[src/rtl/eight_bit_seq_divider.sv]
// Sequential unsigned restoring divider.
// One shift-subtract-restore step per clock, WIDTH steps per division, with a
// start/done handshake. A zero divisor is answered in a single cycle with
// QUOTIENT all-ones, REMAINDER equal to the dividend and the div-zero flag set.
module eight_bit_seq_divider #(
  parameter int WIDTH = 8
) (
  input  logic             clk_i,
  input  logic             rst_ni,
  input  logic             start_i,
  input  logic [WIDTH-1:0] dividend_i,
  input  logic [WIDTH-1:0] divisor_i,
  output logic             busy_o,
  output logic             done_o,
  output logic [WIDTH-1:0] quotient_o,
  output logic [WIDTH-1:0] remainder_o,
  output logic             div_zero_o
);

  localparam int CntW = $clog2(WIDTH + 1);

  typedef enum logic {
    IDLE,
    RUN
  } state_e;

  state_e            state_q, state_d;
  logic [WIDTH-1:0]  q_q, q_d;
  logic [WIDTH-1:0]  r_q, r_d;
  logic [WIDTH-1:0]  divisor_q, divisor_d;
  logic [CntW-1:0]   cnt_q, cnt_d;
  logic              busy_q, busy_d;
  logic              done_q, done_d;
  logic              div_zero_q, div_zero_d;

  logic [WIDTH:0]    partial;
  logic [WIDTH+1:0]  trial;
  logic              restore;

  // Shift the next dividend bit into the partial remainder and try the subtract.
  // Because the partial remainder is always below the divisor, a successful
  // subtract fits in WIDTH bits, so any set bit above that marks a borrow.
  assign partial = {r_q, q_q[WIDTH-1]};
  assign trial   = {1'b0, partial} - {2'b00, divisor_q};
  assign restore = |trial[WIDTH+1:WIDTH];

  // Next-state and datapath control for the IDLE/RUN sequencer.
  always_comb begin
    state_d    = state_q;
    q_d        = q_q;
    r_d        = r_q;
    divisor_d  = divisor_q;
    cnt_d      = cnt_q;
    busy_d     = busy_q;
    done_d     = 1'b0;
    div_zero_d = div_zero_q;

    case (state_q)
      IDLE: begin
        if (start_i) begin
          if (divisor_i != '0) begin
            divisor_d  = divisor_i;
            q_d        = dividend_i;
            r_d        = '0;
            cnt_d      = CntW'(WIDTH);
            div_zero_d = 1'b0;
            busy_d     = 1'b1;
            state_d    = RUN;
          end else begin
            q_d        = '1;
            r_d        = dividend_i;
            div_zero_d = 1'b1;
            done_d     = 1'b1;
          end
        end
      end

      RUN: begin
        if (restore) begin
          r_d = partial[WIDTH-1:0];
          q_d = {q_q[WIDTH-2:0], 1'b0};
        end else begin
          r_d = trial[WIDTH-1:0];
          q_d = {q_q[WIDTH-2:0], 1'b1};
        end
        cnt_d = cnt_q - 1'b1;
        if (cnt_q == CntW'(1)) begin
          state_d = IDLE;
          busy_d  = 1'b0;
          done_d  = 1'b1;
        end
      end

      default: begin
        state_d = IDLE;
        busy_d  = 1'b0;
      end
    endcase
  end

  // State and datapath registers; reset abandons any division in flight.
  always_ff @(posedge clk_i or negedge rst_ni) begin
    if (!rst_ni) begin
      state_q    <= IDLE;
      q_q        <= '0;
      r_q        <= '0;
      divisor_q  <= '0;
      cnt_q      <= '0;
      busy_q     <= 1'b0;
      done_q     <= 1'b0;
      div_zero_q <= 1'b0;
    end else begin
      state_q    <= state_d;
      q_q        <= q_d;
      r_q        <= r_d;
      divisor_q  <= divisor_d;
      cnt_q      <= cnt_d;
      busy_q     <= busy_d;
      done_q     <= done_d;
      div_zero_q <= div_zero_d;
    end
  end

  assign busy_o      = busy_q;
  assign done_o      = done_q;
  assign quotient_o  = q_q;
  assign remainder_o = r_q;
  assign div_zero_o  = div_zero_q;

endmodule

[config.mk]
export PLATFORM = sky130hd
export DESIGN_NAME = eight_bit_seq_divider
export DESIGN_NICKNAME = d
export VERILOG_FILES = /design/src/rtl/eight_bit_seq_divider.sv
export SDC_FILE = /design/constraint.sdc
export NUM_CORES = 1
export LEC_CHECK = 0
export CELL_PAD_IN_SITES_DETAIL_PLACEMENT = 1
export CELL_PAD_IN_SITES_GLOBAL_PLACEMENT = 1
export CORE_ASPECT_RATIO = 1.2
export CORE_MARGIN = 3
export CORE_UTILIZATION = 39
export DETAILED_ROUTE_END_ITERATION = 8
export PLACE_DENSITY_LB_ADDON = 0.1
export SLEW_MARGIN = 20
export SYNTH_ARGS = -nofsm -noshare
export SYNTH_HDL_FRONTEND = slang
export SYNTH_SLANG_ARGS = --single-unit
[constraint.sdc]
create_clock -name clk_i -period 3.2 [get_ports clk_i]
set_clock_uncertainty 0.2 [all_clocks]
set_input_delay 0.32 -clock clk_i [delete_from_list [all_inputs] [get_ports clk_i]]
set_output_delay 0.32 -clock clk_i [all_outputs]
set_load 0.02 [all_outputs]
* Word level (Yosys, flattened, before mapping)
Cells that the tools add are included.
** Cells by class
- Add/sub/neg operators :: 2
- Multiply operators :: 0
- Div/mod/pow operators :: 0
- Order comparisons :: 0
- Equality and inequality tests :: 4
- Shift operators :: 0
- Mux-type cells :: 23
- Bitwise logic cells :: 1
- Reductions and logical operators :: 6
** Operators by type and width (number)
- 8-bit two-way mux :: 5
- 8-bit one-hot mux with 2 select lines :: 2
- 1-bit two-way mux :: 10
- 9-bit by 8-bit subtractor with 10-bit output :: 1
- 4-bit two-way mux :: 2
- 4-bit one-hot mux with 2 select lines :: 1
- 8-bit nonzero test :: 1
- 1-bit one-hot mux with 2 select lines :: 3
- 3-bit AND reduction :: 2
- 4-bit by 1-bit equality test with 1-bit output, second input constant :: 1
- 2-bit inequality test, second input constant :: 2
- 2-bit AND reduction :: 2
- 4-bit by 1-bit subtractor with 4-bit output, second input constant :: 1
- 2-bit by 1-bit inequality test with 1-bit output, second input constant :: 1
- 2-bit OR reduction :: 1
- 1-bit inverter :: 1
** Word-level totals
- Register bits :: 32
- Bits in latches :: 0
- Bits in writable memories :: 0
- Memory bits (read-only) :: 0
- Output and inout bits :: 19
- Logic and storage cells :: 44
- Memories :: 0

* Depth between registers and ports, before layout
- Depth in word-level cells :: 4
- Gate-level depth with buffers :: 10
- Gate-level depth less buffers :: 9

* Worst setup path after synthesis
No wires, ideal clock.
- Kind :: register to register
- Start :: register q_q[7], in the netlist quotient_o[7]
- End :: register r_q[0], in the netlist remainder_o[0]
- Library setup time :: 0.099 ns
- Arrival :: 2.309 ns
- Setup slack :: 0.592 ns
- Stages on the path, launching flop included :: 10
- Buffers on the path :: 0
- Period minus slack after synthesis :: 2.608 ns
- Cells stage by stage :: dfrtp_1 -> inv_1 -> ha_1 -> fa_1 -> nand2b_1 -> a21oi_2 -> a31oi_4 -> a211o_4 -> and4_1 -> a311oi_1
** On the way
- Word-level cells in the longest chain between the ends :: 4
** Ends and longest elaborated chain
- from (decl) :: line 28 : logic [WIDTH-1:0] q_q, q_d;
- from (signal assigned) :: line 114 : q_q <= q_d;
- 9-bit by 8-bit subtractor with 10-bit output :: line 44 : assign trial = {1'b0, partial} - {2'b00, divisor_q};
- 2-bit OR reduction :: line 45 : assign restore = |trial[WIDTH+1:WIDTH];
- 8-bit two-way mux * :: line 79 : if (restore) begin
- 8-bit one-hot mux with 2 select lines * :: line 58 : case (state_q)
- to (signal assigned) :: line 115 : r_q <= r_d;
- to (decl) :: line 29 : logic [WIDTH-1:0] r_q, r_d;
Mark *: on every way between the ends. The rest lies on a longest branch, timed or not.
A chain may end at the register's enable or synchronous reset.

* Worst setup path in the final report
- Start :: register q_q[7], in the netlist quotient_o[7]
- End :: register r_q[7], in the netlist remainder_o[7]
** On the way
- Word-level cells in the longest chain between the ends :: 4
** Ends and longest elaborated chain (line)
- 9-bit by 8-bit subtractor with 10-bit output * :: 44
- 2-bit OR reduction :: 45
- 8-bit two-way mux * :: 79
- 8-bit one-hot mux with 2 select lines * :: 58
Marked as above.

==> run_results.csv <==
group,metric,value,unit
outcome,outcome,"finished, final reports clean",
synth,synth.area.mux_share,0.0214,
finish,fillers,572,
synth,ys_warn_count,0,
floorplanning,dieArea,5990,sq um
job,max_cap_violations,0,
power_and_ir_drop,p_int,1.69,mW
synth,seq_area_frac_synth,0.403,
floorplanning,start_util,0.417,
synth,ys_top_cells_by_area,"dfrtp_1 (40%), ha_1 (6.3%), nand2_1 (5.9%)",
finish,multi_input_area,1100,sq um
power_and_ir_drop,max-vdd-ir-drop,413,uV
setup_path,endpoint_kind,"flip-flop",
synth,yosys.area_share.simple,0.184,
floorplanning,num_io_pins,38,
synth,synth.avg_cell_area,8.90,sq um
placement,portBuffers,37,
grt,grt_overflow_total,0,
setup_path,path_max_fanout,7,
synth,syn_area,1990,sq um
power_and_ir_drop,sequentialPowerShare,0.250,
route,firstDrtPassIters,4,
route,drt-total-wl,5360,um
power_and_ir_drop,swShare,0.451,
synth,synth_compound_area_frac,0.243,
synth,synth_cell_types,40,
synth,ys.flop_type,"dfrtp_1",
grt,met2_usage,0.312,
setup_path,path_class,"reg2reg",
route,dr_total_vias,1769,
timing,setup_viol,0,
route,post_drt_wl_per_cell,16.9,um
timing,relSlewSlack,0.611,
timing,layout_min_cycle_time,2680,ps
clock_tree,root_buffer,"clkbuf_8",
placement,dp_cells,310,
synth,synthAdderAreaFrac,0.0731,
grt,met3_usage,0.0419,
power_and_ir_drop,p_sw,1.39,mW
floorplanning,die_x,71.1,um
finish,seq_area,801,sq um
setup_path,start_kind,"flip-flop",
finish,drive_gt1_frac,0.0769,
floorplanning,die_h,84.2,um
timing,timing.final.ws_setup,525,ps
clock_tree,clock_sinks,32,
hold_path,min_path_type,"in2async",
synth,synth-edff-count,0,
clock_tree,cts_tree,"built",
route,antenna_left,0,
timing,hold_ws,249,ps
synth,async_flop_share,1.00,
grt,grt_max_degree,48,
power_and_ir_drop,p_clk_frac,0.126,
finish,area_delta_synth_final,26.7,%
grt,busiest_layer,"met2",
clock_tree,clk_latency,280,ps
setup_path,r2r_start,"quotient_o[7]",
grt,grt_use_total,0.189,
power_and_ir_drop,p_leak,1.06,nW
synth,synth_area_leader_cell,"dfrtp_1",
timing,tns,0,ps
floorplanning,std_cell_rows,27,
route,viasPerCell,5.56,
clock_tree,clockBufferDepth,2,
setup_path,cp.arrival,2680,ps
timing,fmax,374,MHz
grt,antenna_found_initial,0,
timing,grt_setup_unrepaired,"no",
floorplanning,coreArea,4760,sq um
placement,dp_hpwl,3990,um
clock_tree,htreeDepth,2,
finish,diodes,0,
route,drt_first_iter_violations,46,
clock_tree,cts_setup_buffers,0,
finish,nets,289,
timing,worst_pin_slew,583,ps
grt,globalRouteMet1Util,0.248,
synth,synth_top_area_frac,0.403,
power_and_ir_drop,pwr_density_cell,1230,nW/um^2
route,remaining_drc_errors,0,
clock_tree,cts-hold-fix-buffers,0,
synth,synth_nets,253,
setup_path,crit_start,"quotient_o[7]",
grt,grt_pass1_wl,9110,um
synth,synthXorXnorAreaFrac,0.0309,
placement,place.gp.congestion,0.790,
finish,stdcell_count,318,
clock_tree,clk_pin_slew,70,ps
synth,synth_seq_cells,32,
synth,netlist_instances,223,
placement,place_ws,540,ps
synth,synth_top_family_by_area,"compound AO/OA/AOI/OAI gates",
timing,slew_viol_final,0,
clock_tree,cts_buffers,5,
clock_tree,cts.repair.resized,0,
grt,grt_pass1_vias,1832,
power_and_ir_drop,pwr-share-comb,0.624,
timing,finalCritPeriodShare,0.836,
timing,finalHoldViolations,0,
setup_path,cp.required,3210,ps
## power by group through the flow
stage / registers, mW / logic [mW] / clock network, mW
after floorplan: 0.865 / 1.27 / 0
after global placement: 0.773 / 1.89 / 0
after detailed placement: 0.777 / 1.94 / 0
after CTS: 0.773 / 1.95 / 0.396
after global routing: 0.804 / 2.14 / 0.416
final: 0.770 / 1.92 / 0.388
## through the flow
stage               utilization  power [mW]  instance area (sq um)
floorplan                     -        2.13                   1990
global placement          0.505        2.66                   2410
detailed placement        0.505        2.71                   2410
CTS                       0.528        3.12                   2510
global route              0.528        3.36                   2510
finish                    0.528        3.08                   2510
## logic make-up (layout without fill, tap and decap cells)
family,count (synthesis),count (layout)
adder cells (fa/ha/maj),11,11
AND/OR/NAND/NOR,77,77
AO/OA/AOI/OAI,69,69
XOR/XNOR,7,7
flip-flops,32,32
buffers and inverters,23,60
multiplexers,4,4
## cell usage after synthesis (2+ instances only)
| cell type | n |
|---|---|
| or4_1 | 2 |
| mux2i_1 | 2 |
| nor3_1 | 2 |
| nor2_1 | 17 |
| ha_1 | 10 |
| nor2b_1 | 8 |
| buf_2 | 2 |
| xnor2_1 | 6 |
| o21ai_1 | 19 |
| a31oi_1 | 6 |
| a311oi_1 | 8 |
| a21oi_2 | 2 |
| dfrtp_1 | 32 |
| inv_1 | 12 |
| o21ai_0 | 11 |
| clkbuf_1 | 9 |
| a22oi_1 | 2 |
| nand2b_1 | 5 |
| a21oi_1 | 3 |
| nand4_1 | 2 |
| and4_1 | 2 |
| nand2_1 | 31 |
| nand3_1 | 5 |
| a21o_1 | 5 |
| o211ai_1 | 5 |
## cell type report
cell class                      instances  share of cell area
Sequential cell                        32               0.318
Tap cell                               58              0.0289
Multi-Input combinational cell        168               0.436
Inverter                               12              0.0179
Clock inverter                          2              0.0139
Timing Repair Buffer                   40               0.156
Clock buffer                            6              0.0289
## sequential cells by signal, summed over array words and instances, names as in the netlist
register     cells
divisor_q        8
quotient_o       8
state_q          1
done_o           1
remainder_o      8
busy_o           1
div_zero_o       1
cnt_q            4
## worst paths after layout
check | cells past startpoint | slack [ps] | to
worst max register to register | 9 | 520 | remainder_o[7]
max in group asynchronous | 2 | 2240 | quotient_o[5]
worst min-delay path | 2 | 250 | remainder_o[5]
min in group clk_i | 1 | 300 | divisor_q[0]
worst min register to register | 1 | 300 | divisor_q[0]
worst max-delay path | 9 | 520 | remainder_o[7]
## placed cells by master, fill, tap and decap left out, drive strengths merged, types with 2 or more instances in the layout
master and instances:
a21o 5, a21oi 5, a22oi 2, a311oi 8
a31oi 7, and4 2, buf 3, clkbuf 6
clkdlybuf4s50 37, dfrtp 32, ha 10, inv 12
mux2 2, mux2i 2, nand2 31, nand2b 5
nand3 5, nand4 2, nor2 19, nor2b 8
nor3 2, o2111ai 2, o211ai 5, o21ai 31
or4 2, xnor2 6
## layer usage
metal  wire length (um)  vias up
met2               2600       42
li1                   -      864
met5                  0        -
met3                249        9
met1               2410      854
met4                 91        0
## critical path, stage by stage (launching register included)
cell,delay (ps)
dfrtp_1,360
inv_1,60
ha_1,220
fa_1,380
nand2b_1,210
a21oi_2,220
a31oi_4,140
a211oi_2,450
o21ai_1,160
a31oi_1,190
Note: power is estimated with default switching activity, not from simulation.
